--- config.mk ---
export PLATFORM = sky130hd
export DESIGN_NAME = regfile_wb_arbiter
export DESIGN_NICKNAME = d
export VERILOG_FILES = /design/src/rtl/regfile_wb_arbiter.sv
export SDC_FILE = /design/constraint.sdc
export NUM_CORES = 1
export LEC_CHECK = 0
export ABC_AREA = 1
export CELL_PAD_IN_SITES_DETAIL_PLACEMENT = 2
export CELL_PAD_IN_SITES_GLOBAL_PLACEMENT = 2
export CORE_AREA = 2 2 83 85
export DETAILED_ROUTE_END_ITERATION = 12
export DIE_AREA = 0 0 85 87
export PLACE_DENSITY = 0.88
export SLEW_MARGIN = 10
export SYNTH_ARGS = -nofsm -noshare
export SYNTH_HDL_FRONTEND = slang
export SYNTH_SLANG_ARGS = --single-unit
--- constraint.sdc ---
create_clock -name clk -period 1.6 [get_ports clk]
set_clock_uncertainty 0.05 [all_clocks]
set_input_delay 0.16 -clock clk [delete_from_list [all_inputs] [get_ports clk]]
set_output_delay 0.16 -clock clk [all_outputs]
set_load 0.1 [all_outputs]
--- src/rtl/regfile_wb_arbiter.sv ---
// regfile_wb_arbiter
// Shares the single write port of the register file between two writeback
// requesters: A (ALU) and B (load/memory). Writes to r0 are accepted
// immediately and dropped without using the port. Non-zero writes are
// arbitrated (round-robin, or A-first when FIXED_PRIO=1) and registered onto
// RegWrite/writereg/writedata one cycle after acceptance.
//
// Ports
//   clk, rst_n                 clock, asynchronous active-low reset
//   a_valid/a_ready/a_reg/a_data  requester A handshake and write payload
//   b_valid/b_ready/b_reg/b_data  requester B handshake and write payload
//   RegWrite/writereg/writedata   registered write to the register file
//   wb_busy                    one-hot of writereg while RegWrite is high
//   rr_ptr                     favoured requester on contention (0=A, 1=B)

module regfile_wb_arbiter #(
   parameter int FIXED_PRIO = 0,
   parameter int DW         = 16,
   parameter int AW         = 3
) (
   input  logic                 clk,
   input  logic                 rst_n,
   input  logic                 a_valid,
   output logic                 a_ready,
   input  logic [AW-1:0]        a_reg,
   input  logic [DW-1:0]        a_data,
   input  logic                 b_valid,
   output logic                 b_ready,
   input  logic [AW-1:0]        b_reg,
   input  logic [DW-1:0]        b_data,
   output logic                 RegWrite,
   output logic [AW-1:0]        writereg,
   output logic [DW-1:0]        writedata,
   output logic [(1<<AW)-1:0]   wb_busy,
   output logic                 rr_ptr
);

   logic          a_req, a_zero, b_req, b_zero;
   logic          grant_a, grant_b;
   logic          rr_ptr_q, rr_ptr_d;
   logic          regwrite_q, regwrite_d;
   logic [AW-1:0] writereg_q, writereg_d;
   logic [DW-1:0] writedata_q, writedata_d;

   always_comb begin
      a_req  = a_valid && (a_reg != '0);
      a_zero = a_valid && (a_reg == '0);
      b_req  = b_valid && (b_reg != '0);
      b_zero = b_valid && (b_reg == '0);
      // A wins when alone, when priority is fixed, or when it is favoured.
      grant_a = a_req && (!b_req || (FIXED_PRIO != 0) || !rr_ptr_q);
      grant_b = b_req && !grant_a;
   end

   // r0 writes are swallowed the same cycle; readies are held low in reset.
   assign a_ready = rst_n && (a_zero || grant_a);
   assign b_ready = rst_n && (b_zero || grant_b);

   always_comb begin
      rr_ptr_d    = rr_ptr_q;
      regwrite_d  = 1'b0;
      writereg_d  = writereg_q;
      writedata_d = writedata_q;
      if (grant_a) begin
         rr_ptr_d    = 1'b1;
         regwrite_d  = 1'b1;
         writereg_d  = a_reg;
         writedata_d = a_data;
      end else if (grant_b) begin
         rr_ptr_d    = 1'b0;
         regwrite_d  = 1'b1;
         writereg_d  = b_reg;
         writedata_d = b_data;
      end
   end

   always_ff @(posedge clk or negedge rst_n) begin
      if (!rst_n) begin
         rr_ptr_q    <= 1'b0;
         regwrite_q  <= 1'b0;
         writereg_q  <= '0;
         writedata_q <= '0;
      end else begin
         rr_ptr_q    <= rr_ptr_d;
         regwrite_q  <= regwrite_d;
         writereg_q  <= writereg_d;
         writedata_q <= writedata_d;
      end
   end

   always_comb begin
      wb_busy = '0;
      if (regwrite_q) wb_busy[writereg_q] = 1'b1;
      // A granted write never targets r0; keep bit 0 clear regardless.
      wb_busy[0] = 1'b0;
   end

   assign RegWrite  = regwrite_q;
   assign writereg  = writereg_q;
   assign writedata = writedata_q;
   assign rr_ptr    = rr_ptr_q;

endmodule

==> impl_metrics.ini <==
[grt]
grt_overflow = 0
grt_pass1_wl_um = 8930
grt_pass1_vias = 1771
grt_usage_pct = 15.2
grt_max_degree = 21
antenna_found_initial = 0

[cells_and_area]
area_growth_syn_to_layout_pct = 111
n_antenna_cell = 0
final_nets = 317
fin_area_mm2 = 0.00271
drive_gt1_share_pct = 33.6

[clock_tree]
root_buffer = clkbuf_8
cts.path.max_buffers = 2
htree_levels = 1
clock_latency_ns = 0.26
hold_buffers = 0
cts.clk_slew.worst_paths_ns = 0.08
cts_sinks = 21
cts_tree = done
cts_buffers = 3

[sta]
finalMaxSlewViolations = 0
period_share_pct = 97.7
fin_setup_tns_ns = 0
hold_viol_final = 0
rsz0062_at_grt = true
final-setup-viol-count = 0
fmax_mhz = 640
finalCriticalPeriod_ns = 1.56
fin_ws_ns = 0.0376

[logic_synthesis]
syn_nets = 225
synth_fa_ha_area_share_pct = 0
seq_area_frac_synth_pct = 41.1
synth-edff-count = 0
syn_area_per_cell_um2 = 6.99
yosys_warnings = 0
ys_types = 18
yosysTopAreaCell = dfrtp_1
syn_area_mm2 = 0.00128
synth_mux_area_share_pct = 0
synth_compound_area_share_pct = 1.47
netlist.area_leader.share_pct = 41.1
synth_top_family_by_area = simple AND/OR/NAND/NOR gates
synthCells = 183
synthXorXnorAreaFrac_pct = 0
async_flop_share_pct = 100
synth.most_common_cell = nand3_1
synthTopCellsByArea = dfrtp_1 41%, nand3_1 23%, nand2_1 13%, inv_1 7.3%, buf_6 3.5%
yosys.area_share.simple_pct = 42.5
synth_common_cells = 59 x nand3_1, 46 x nand2_1, 25 x inv_1
ys_seq_elements = 21
synth-main-ff-cell = dfrtp_1

[pwr]
p_per_area_mw_per_mm2 = 1040
max-vdd-ir-drop_v = 0.000474
p_leak_nw = 1.30

[placed_design]
dp_slack_ns = -0.181
io_buffers = 71
place_hpwl_um = 4350
place.gp.congestion = 0.814
place_area_mm2 = 0.00258

[worst_hold_path]
min_from = b_reg[2]
hold_depth = 3
hold_path_class = primary input to register
hold_path_end = writereg[2]

[route]
wl_um = 5530
viasPerCell = 4.48
post-route-drc-count = 0
postRouteAntennaNets = 0
drt_iter0_drc = 46
first_pass_iters = 4
via_count = 1585
post_drt_wl_per_cell_um = 15.6

[setup_path]
r2r_end = writedata[4]
r2r_slack_ns = 0.18
required_ns = 1.39
crit_fanout = 4
r2r_start = rr_ptr
cp.arrival_ns = 1.35
end_kind = output pin
r2r.worst_path.cells = 8
path_class = register to output pin
cp-start-kind = register

[flow_run]
maxCapViolations = 0

[floorplanning]
die_area_mm2 = 0.00740
pin_count = 73
chipHeight_um = 87
placementRows = 30
die_w_um = 85
core_mm2 = 0.00657
start_util_pct = 19.5

[outcome]
status = complete, no violations
-- through the flow --
stage	instances	power, W	hold slack [ns]	util, %
final	354	0.00281	0.249	41.2
after detailed placement	341	0.00243	0.562	39.2
after global placement	341	0.00239	0.553	39.2
after CTS	351	0.00282	0.242	40.6
after floorplan	183	0.00172	-0.186	-
after global routing	354	0.00294	0.261	41.2
-- report_power, final --
group / switching (W) / internal (W) / leakage [nW]
clock network: 0.000185 / 0.000173 / 0.0255
registers: 0.000104 / 0.000621 / 0.244
logic: 0.00109 / 0.000639 / 1.03
total: 0.00138 / 0.00143 / 1.30
-- logic make-up after synthesis --
group	after synthesis
AO/OA/AOI/OAI	3
buffers and inverters	38
flip-flops	21
other	1
AND/OR/NAND/NOR	120
-- critical path, stage by stage, from the launching register on --
cell     delay (ns)
dfrtp_4        0.49
buf_4          0.17
nand2_1        0.20
nor2_4         0.07
buf_12         0.17
-- area by class of cell --
cell class | instances | area [um2]
fillers | 711 | 3860
repair buffers | 99 | 1220
multi-input cells | 124 | 693
flip-flops and latches | 21 | 544
inverters | 26 | 101
well taps | 80 | 100
clock buffers | 3 | 41.3
clock inverters | 1 | 5.00
-- registers in the layout (all words and copies together), names as in the netlist --
signal / cells
rr_ptr: 1
RegWrite: 1
writedata: 16
writereg: 3
-- per-layer routing --
metal / routed length (um) / part of all wire, % / up-vias / GRT usage [%]
li1: - / - / 755 / -
met2: 3000 / 54 / 49 / 28.8
met3: 254 / 4.6 / 4 / 2.37
met5: 0 / 0 / - / 0
met1: 2240 / 40 / 777 / 18.4
met4: 40 / 0.72 / 0 / 2.45
-- placed cells by master, fill, tap and decap left out, drive strengths merged, types with 2 or more instances in the layout --
cell type / n
clkbuf: 3
dlygate4sd2: 5
nor2: 9
clkdlybuf4s50: 34
dfrtp: 21
nand3: 60
a21oi: 2
dlymetal6s2s: 2
nand2: 49
buf: 58
inv: 25
-- worst max-delay path by stage --
stage,start,end,cells past startpoint
global route,rr_ptr,b_ready,5
floorplan,writereg[0],wb_busy[1],2
finish,writereg[1],wb_busy[2],4
detailed placement,b_reg[0],writedata[0],7
global placement,b_reg[0],writereg[1],7
CTS,a_reg[1],b_ready,7
-- repair_timing --
item / in CTS / in global routing
resized for setup: 8 / 3
pin swaps: 4 / 1
cloned: 0 / 0
endpoints found under the setup margin: 6 / 3
buffers inserted: 6 / 3
Power figures use the tool's default switching activity.
